--- src/rtl/pilha_pkg.sv ---
// rtl/pilha_pkg.sv - opcodes, error codes and FSM states shared by the stack control unit and the ULA
package pilha_pkg;

   localparam logic [4:0] OP_NOP   = 5'b00000;
   localparam logic [4:0] OP_PUSH  = 5'b00001;
   localparam logic [4:0] OP_POP   = 5'b00010;
   localparam logic [4:0] OP_ADD   = 5'b00011;
   localparam logic [4:0] OP_SUB   = 5'b00100;
   localparam logic [4:0] OP_MUL   = 5'b00101;
   localparam logic [4:0] OP_DIV   = 5'b00110;
   localparam logic [4:0] OP_AND   = 5'b00111;
   localparam logic [4:0] OP_NAND  = 5'b01000;
   localparam logic [4:0] OP_OR    = 5'b01001;
   localparam logic [4:0] OP_XOR   = 5'b01010;
   localparam logic [4:0] OP_CMP   = 5'b01011;
   localparam logic [4:0] OP_NOT   = 5'b01100;
   localparam logic [4:0] OP_IF_EQ = 5'b01101;
   localparam logic [4:0] OP_IF_GT = 5'b01110;
   localparam logic [4:0] OP_IF_LT = 5'b01111;
   localparam logic [4:0] OP_IF_GE = 5'b10000;
   localparam logic [4:0] OP_IF_LE = 5'b10001;

   localparam logic [1:0] EC_NONE  = 2'b00;
   localparam logic [1:0] EC_OVF   = 2'b01;
   localparam logic [1:0] EC_UNF   = 2'b10;
   localparam logic [1:0] EC_ILL   = 2'b11;

   typedef enum logic [2:0] {
      ST_IDLE,
      ST_PUSH,
      ST_POP,
      ST_LD1,
      ST_LD2,
      ST_EXEC,
      ST_DONE
   } state_t;

endpackage

--- src/rtl/uc_decode.sv ---
// rtl/uc_decode.sv - combinational opcode classifier for the stack control unit
module uc_decode
   import pilha_pkg::*;
(
   input  logic [4:0] i_op,
   output logic       o_legal,
   output logic [1:0] o_n_ops,
   output logic       o_push_result,
   output logic       o_is_cmp
);

   // o_n_ops is the stack occupancy the instruction consumes before it may start
   always_comb begin
      o_legal       = 1'b0;
      o_n_ops       = 2'd0;
      o_push_result = 1'b0;
      o_is_cmp      = 1'b0;
      case (i_op)
         OP_NOP, OP_PUSH: begin
            o_legal = 1'b1;
         end
         OP_POP: begin
            o_legal = 1'b1;
            o_n_ops = 2'd1;
         end
         OP_ADD, OP_SUB, OP_MUL, OP_DIV, OP_AND,
         OP_NAND, OP_OR, OP_XOR, OP_CMP: begin
            o_legal       = 1'b1;
            o_n_ops       = 2'd2;
            o_push_result = 1'b1;
         end
         OP_NOT: begin
            o_legal       = 1'b1;
            o_n_ops       = 2'd1;
            o_push_result = 1'b1;
         end
         OP_IF_EQ, OP_IF_GT, OP_IF_LT, OP_IF_GE, OP_IF_LE: begin
            o_legal  = 1'b1;
            o_n_ops  = 2'd2;
            o_is_cmp = 1'b1;
         end
         default: begin
         end
      endcase
   end

endmodule

--- src/rtl/uc_pilha.sv ---
// rtl/uc_pilha.sv - stack machine control unit: sequences push/pop/ALU/compare over the datapath stack
module uc_pilha
   import pilha_pkg::*;
#(
   parameter int DEPTH = 16
)
(
   input  logic                       clk,
   input  logic                       reset,
   input  logic                       instr_valid,
   output logic                       instr_ready,
   input  logic [4:0]                 instr_op,
   input  logic [15:0]                instr_imm,
   input  logic                       cond_in,
   output logic                       wren,
   output logic                       pilha_en,
   output logic                       controle_pilha,
   output logic                       load_temp1,
   output logic                       load_temp2,
   output logic [15:0]                din_UC,
   output logic [4:0]                 opcode,
   output logic                       done,
   output logic                       err,
   output logic [1:0]                 err_code,
   output logic                       flag,
   output logic [$clog2(DEPTH+1)-1:0] sp
);

   localparam int SPW = $clog2(DEPTH+1);
   localparam logic [SPW-1:0] SP_ONE  = SPW'(1);
   localparam logic [SPW-1:0] SP_FULL = SPW'(DEPTH);

   logic           w_legal;
   logic [1:0]     w_n_ops;
   logic           w_push_result;
   logic           w_is_cmp;
   logic           w_accept;
   state_t         w_state_nxt;
   logic [1:0]     w_ec_nxt;

   state_t         r_state;
   logic [SPW-1:0] r_sp;
   logic           r_flag;
   logic [4:0]     r_opcode;
   logic [15:0]    r_din;
   logic           r_push_res;
   logic           r_is_cmp;
   logic           r_two;
   logic           r_pilha_en;
   logic           r_wren;
   logic           r_ctrl;
   logic           r_lt1;
   logic           r_lt2;
   logic           r_done;
   logic           r_err;
   logic [1:0]     r_err_code;

   uc_decode u_decode (
      .i_op          (instr_op),
      .o_legal       (w_legal),
      .o_n_ops       (w_n_ops),
      .o_push_result (w_push_result),
      .o_is_cmp      (w_is_cmp)
   );

   assign w_accept = (r_state == ST_IDLE) && instr_valid;

   // Rejected instructions skip straight to DONE so no stack strobe is ever issued for them
   always_comb begin
      w_state_nxt = r_state;
      w_ec_nxt    = EC_NONE;
      case (r_state)
         ST_IDLE: begin
            if (instr_valid) begin
               if (!w_legal) begin
                  w_state_nxt = ST_DONE;
                  w_ec_nxt    = EC_ILL;
               end else if (instr_op == OP_PUSH) begin
                  if (r_sp == SP_FULL) begin
                     w_state_nxt = ST_DONE;
                     w_ec_nxt    = EC_OVF;
                  end else begin
                     w_state_nxt = ST_PUSH;
                  end
               end else if (r_sp < SPW'(w_n_ops)) begin
                  w_state_nxt = ST_DONE;
                  w_ec_nxt    = EC_UNF;
               end else if (instr_op == OP_NOP) begin
                  w_state_nxt = ST_DONE;
               end else if (instr_op == OP_POP) begin
                  w_state_nxt = ST_POP;
               end else begin
                  w_state_nxt = ST_LD1;
               end
            end
         end
         ST_PUSH, ST_POP, ST_EXEC: w_state_nxt = ST_DONE;
         ST_LD1:  w_state_nxt = r_two ? ST_LD2 : ST_EXEC;
         ST_LD2:  w_state_nxt = ST_EXEC;
         ST_DONE: w_state_nxt = ST_IDLE;
         default: w_state_nxt = ST_IDLE;
      endcase
   end

   // Outputs are decoded from the next state so they are registered yet aligned with r_state
   always_ff @(posedge clk or negedge reset) begin
      if (!reset) begin
         r_state    <= ST_IDLE;
         r_sp       <= '0;
         r_flag     <= 1'b0;
         r_opcode   <= OP_NOP;
         r_din      <= '0;
         r_push_res <= 1'b0;
         r_is_cmp   <= 1'b0;
         r_two      <= 1'b0;
         r_pilha_en <= 1'b0;
         r_wren     <= 1'b0;
         r_ctrl     <= 1'b0;
         r_lt1      <= 1'b0;
         r_lt2      <= 1'b0;
         r_done     <= 1'b0;
         r_err      <= 1'b0;
         r_err_code <= EC_NONE;
      end else begin
         r_state <= w_state_nxt;
         if (w_accept) begin
            r_opcode   <= instr_op;
            r_din      <= instr_imm;
            r_push_res <= w_push_result;
            r_is_cmp   <= w_is_cmp;
            r_two      <= (w_n_ops == 2'd2);
         end
         case (r_state)
            ST_PUSH:                r_sp <= r_sp + SP_ONE;
            ST_POP, ST_LD1, ST_LD2: r_sp <= r_sp - SP_ONE;
            ST_EXEC: if (r_push_res) r_sp <= r_sp + SP_ONE;
            default: begin
            end
         endcase
         if (r_state == ST_EXEC && r_is_cmp) begin
            r_flag <= cond_in;
         end
         r_pilha_en <= (w_state_nxt == ST_PUSH) || (w_state_nxt == ST_POP) ||
                       (w_state_nxt == ST_LD1)  || (w_state_nxt == ST_LD2)  ||
                       (w_state_nxt == ST_EXEC && r_push_res);
         r_wren     <= (w_state_nxt == ST_PUSH) || (w_state_nxt == ST_EXEC && r_push_res);
         r_ctrl     <= (w_state_nxt == ST_EXEC) && r_push_res;
         r_lt1      <= (w_state_nxt == ST_LD1);
         r_lt2      <= (w_state_nxt == ST_LD2);
         r_done     <= (w_state_nxt == ST_DONE);
         r_err      <= (w_ec_nxt != EC_NONE);
         r_err_code <= w_ec_nxt;
      end
   end

   assign instr_ready    = (r_state == ST_IDLE);
   assign wren           = r_wren;
   assign pilha_en       = r_pilha_en;
   assign controle_pilha = r_ctrl;
   assign load_temp1     = r_lt1;
   assign load_temp2     = r_lt2;
   assign din_UC         = r_din;
   assign opcode         = r_opcode;
   assign done           = r_done;
   assign err            = r_err;
   assign err_code       = r_err_code;
   assign flag           = r_flag;
   assign sp             = r_sp;

endmodule
--- config.mk ---
export PLATFORM = sky130hd
export DESIGN_NAME = uc_pilha
export DESIGN_NICKNAME = d
export VERILOG_FILES = /design/src/rtl/pilha_pkg.sv /design/src/rtl/uc_decode.sv /design/src/rtl/uc_pilha.sv
export SDC_FILE = /design/constraint.sdc
export NUM_CORES = 1
export LEC_CHECK = 0
export CORE_ASPECT_RATIO = 1.1
export CORE_MARGIN = 2
export CORE_UTILIZATION = 25
export CTS_BUF_LIST = sky130_fd_sc_hd__clkbuf_16
export CTS_CLUSTER_SIZE = 28
export DETAILED_ROUTE_END_ITERATION = 10
export GPL_ROUTABILITY_DRIVEN = 0
export PLACE_DENSITY = 0.48
export RECOVER_POWER = 25
export SYNTH_ARGS = -nofsm -noshare
export SYNTH_HDL_FRONTEND = slang
export SYNTH_SLANG_ARGS = --single-unit
--- constraint.sdc ---
create_clock -name clk -period 2.5 [get_ports clk]
set_input_delay 0.25 -clock clk [delete_from_list [all_inputs] [get_ports clk]]
set_output_delay 0.25 -clock clk [all_outputs]
set_load 0.03 [all_outputs]
==> run summary <==
Outcome = complete, no violations
Final ANT Viol Nets = 0
Final Hold Fails = 0
Per-cell routed wire length = 13.33 um
Die W = 87.52 um
Mapped Area = 1918 um^2
Critical Path, Cell by Cell = clkdlybuf4s50_1 > buf_4 > o21ai_0 > o311ai_1 > ha_1 > or4_1 > a211oi_2 > o31a_1 > nor3_2 > and3_1
Ports = 62
Worst Tran Pin Value = 1.059 ns
Slowest-stage cell, CP = clkdlybuf4s50_1
Clock Root Buffer = clkbuf_16
Combinational Power Share = 0.545
Final Cycle Share = 0.9424
Critical Path AT = 2.52 ns
CP max stage delay = 0.44 ns
Min Tclk post-route = 2.356 ns
Max Buffers Root-to-Sink = 2
Placed Instance Area = 2689 um^2
CTS tree = done
Final Instance Area = 2858 um^2
Area Growth Syn to Fin = 48.99%
H-Tree Depth = 2
Fin. max-slew vios = 0
Residual DRC = 0
Global-route wire length before repair = 7196 um
Async S/R FF share, synth = 1.000
Cell count after synthesis = 164
P_int = 2.386 mW
Detailed Place HPWL = 3242 um
Worst-path maximum fanout = 5
DRT Wirelength = 4371 um
Share of cells above drive strength 1 = 0.2033
MaxCap Viol Count = 0
Ant diodes = 0
LEAKAGE = 1.276 nW
Reg2Reg Depth = 8
Number of global-route vias before repair = 1463
Seq pwr share = 0.302
P_sw = 1.633 mW
First drt pass iteration count = 4
CP delay by family, top = compound AO/OA/AOI/OAI gates
Warning count from the yosys run = 0
Register area share after synthesis = 0.5479
Largest net degree at the start of global routing = 43
Sw frac = 0.4064
Slew HR = 0.2939
Syn Area/Cell = 11.70 um^2
Die height = 95.87 um
GR Overflow Total = 0
Initial antenna violation count = 0
Worst R2R Setup Slack = 0.23 ns
Worst Hold Class = in -> async
Overall Global Routing Usage = 0.1107
Max Clock Freq = 424.5 MHz
Routed vias = 1473
Crit path kind = in -> reg
Synthesized flop and latch total = 42
Crit start category = input port
Fillers = 744
Critical path capture point type = flop
Prevailing post-synth register cell = dfrtp_1
Initial DRC count = 8
Clock transition at path regs = 0.06 ns
Clock share of power = 0.153
Port bufs = 61
# clock sinks = 42
# rows = 33
Worst Skew = 0.003174 ns
Clk_lat worst skew = 0.28 ns
CP Data Required Time = 2.67 ns
Mapped Nets = 194
NumNets Final = 270
Cell Pwr Density = 1406 nW/um^2
Initial Utilization = 0.2581
Die Area = 8390 um^2
Unique cell type count in the Yosys netlist = 41
Worst VDD drop = 0.6954 mV
Number of synthesized flops with an enable pin = 0
Reg-to-reg startpoint = r_state[1]$_DFF_PN0_
CORE AREA = 7432 um^2
Final setup violation count = 0
Via density = 4.491
CTS Buf Count = 5
CP Buf/Inv Count = 2
Worst hold slack = 0.1600 ns
Reg-to-reg critical path endpoint = sp[4]$_DFFE_PN0P_
==> state kept, by name, indices dropped and copies added (netlist names), 2 cells and up <==
| name | cells |
|---|---|
| din_UC | 16 |
| err_code | 2 |
| r_state | 3 |
| opcode | 5 |
| sp | 5 |
==> power groups by stage <==
stage | combinational (mW) | sequential, mW | clock (mW)
6_report | 2.19 | 1.21 | 0.616
5_1_grt | 2.39 | 1.27 | 0.672
4_1_cts | 2.21 | 1.22 | 0.640
3_5_place_dp | 2.18 | 1.23 | 0
3_3_place_gp | 2.16 | 1.22 | 0
2_1_floorplan | 0.861 | 1.72 | 0
==> timing repair <==
| action | CTS | global route |
|---|---|---|
| endpoints found under the setup margin | 1 | 9 |
| pin swaps | 1 | 2 |
| gates cloned | 0 | 0 |
| setup buffers | 2 | 1 |
| hold buffers | 0 | 0 |
| resized for setup | 0 | 4 |
==> placed cells by master (no fill, tap or decap), types with 2 or more instances in the layout <==
| master | count |
|---|---|
| clkdlybuf4s50_1 | 58 |
| nor3b_1 | 2 |
| and2_1 | 2 |
| nor3_1 | 2 |
| ha_1 | 4 |
| buf_4 | 16 |
| mux2_2 | 19 |
| xnor2_1 | 2 |
| a21o_1 | 3 |
| o31a_1 | 2 |
| dfrtp_1 | 42 |
| or3_1 | 2 |
| o21ai_0 | 9 |
| xor2_1 | 3 |
| nor3_2 | 2 |
| inv_1 | 5 |
| nand2_1 | 23 |
| nor2_1 | 6 |
| clkbuf_16 | 5 |
| and3_1 | 2 |
| dlymetal6s2s_1 | 2 |
| a21oi_1 | 6 |
==> layer usage <==
layer / routed length (um) / up-vias / GRT usage
met5: 0 / - / 0
met4: 36 / 0 / 0.04359
met3: 240 / 4 / 0.02916
met2: 2084 / 40 / 0.1774
met1: 2010 / 708 / 0.1424
li1: - / 721 / -
==> cells by family after synthesis <==
group | after synthesis | synth area share
simple gates | 49 | 0.1389
flops | 42 | 0.5479
compound gates | 30 | 0.1057
mux | 20 | 0.1168
buf+inv | 13 | 0.03131
xor+xnor | 5 | 0.02284
fa+ha+maj | 5 | 0.03653
==> how the worst max path moves through the flow <==
stage                 from                  endpoint  slack, ns  cells past startpoint
2_1_floorplan  instr_op[0]  controle_pilha$_DFF_PN0_       0.21                     10
3_3_place_gp   instr_op[1]  controle_pilha$_DFF_PN0_      -0.26                     10
3_5_place_dp   instr_op[1]  controle_pilha$_DFF_PN0_      -0.31                     10
4_1_cts        instr_op[1]  controle_pilha$_DFF_PN0_      0.006                     10
5_1_grt        instr_op[2]  controle_pilha$_DFF_PN0_      -0.06                     10
6_report       instr_op[2]  controle_pilha$_DFF_PN0_       0.14                     10
==> layout make-up <==
type / instances / area, um^2 / share of cell area
sequential: 42 / 1051 / 0.3678
clock buffer: 5 / 125.1 / 0.04378
tap: 87 / 108.9 / 0.03809
multi-input combinational: 109 / 807.0 / 0.2824
clock inverter: 3 / 16.27 / 0.005692
inverter: 5 / 18.77 / 0.006567
timing repair buffer: 77 / 730.7 / 0.2557
==> through the flow <==
stage / setup slack [ns] / setup TNS (ns) / total power, mW / utilization / instances
after detailed placement: -0.3087 / -1.509 / 3.409 / 0.3618 / 317
after global placement: -0.2631 / -1.189 / 3.384 / 0.3618 / 317
after floorplan: 0.2126 / 0 / 2.583 / - / 164
after global routing: -0.05789 / -0.1118 / 4.328 / 0.3845 / 328
after CTS: 0.005775 / 0 / 4.076 / 0.3828 / 327
final: 0.1441 / 0 / 4.019 / 0.3845 / 328
==> Yosys cell counts, drive strengths merged, types with 2 or more instances <==
library cell,number,share of area
o21ai,10,0.026
buf,5,0.016
xnor2,2,0.0091
clkbuf,3,0.0059
xor2,3,0.014
or3,3,0.012
a21o,3,0.012
and2,2,0.0065
o31a,2,0.0091
and3,2,0.0065
nor3,4,0.016
nor2,6,0.012
inv,5,0.0098
nand2,23,0.045
a21oi,6,0.016
nor3b,3,0.018
dfrtp,42,0.55
ha,4,0.026
mux2,19,0.11
(Power assumes the default switching activity.)
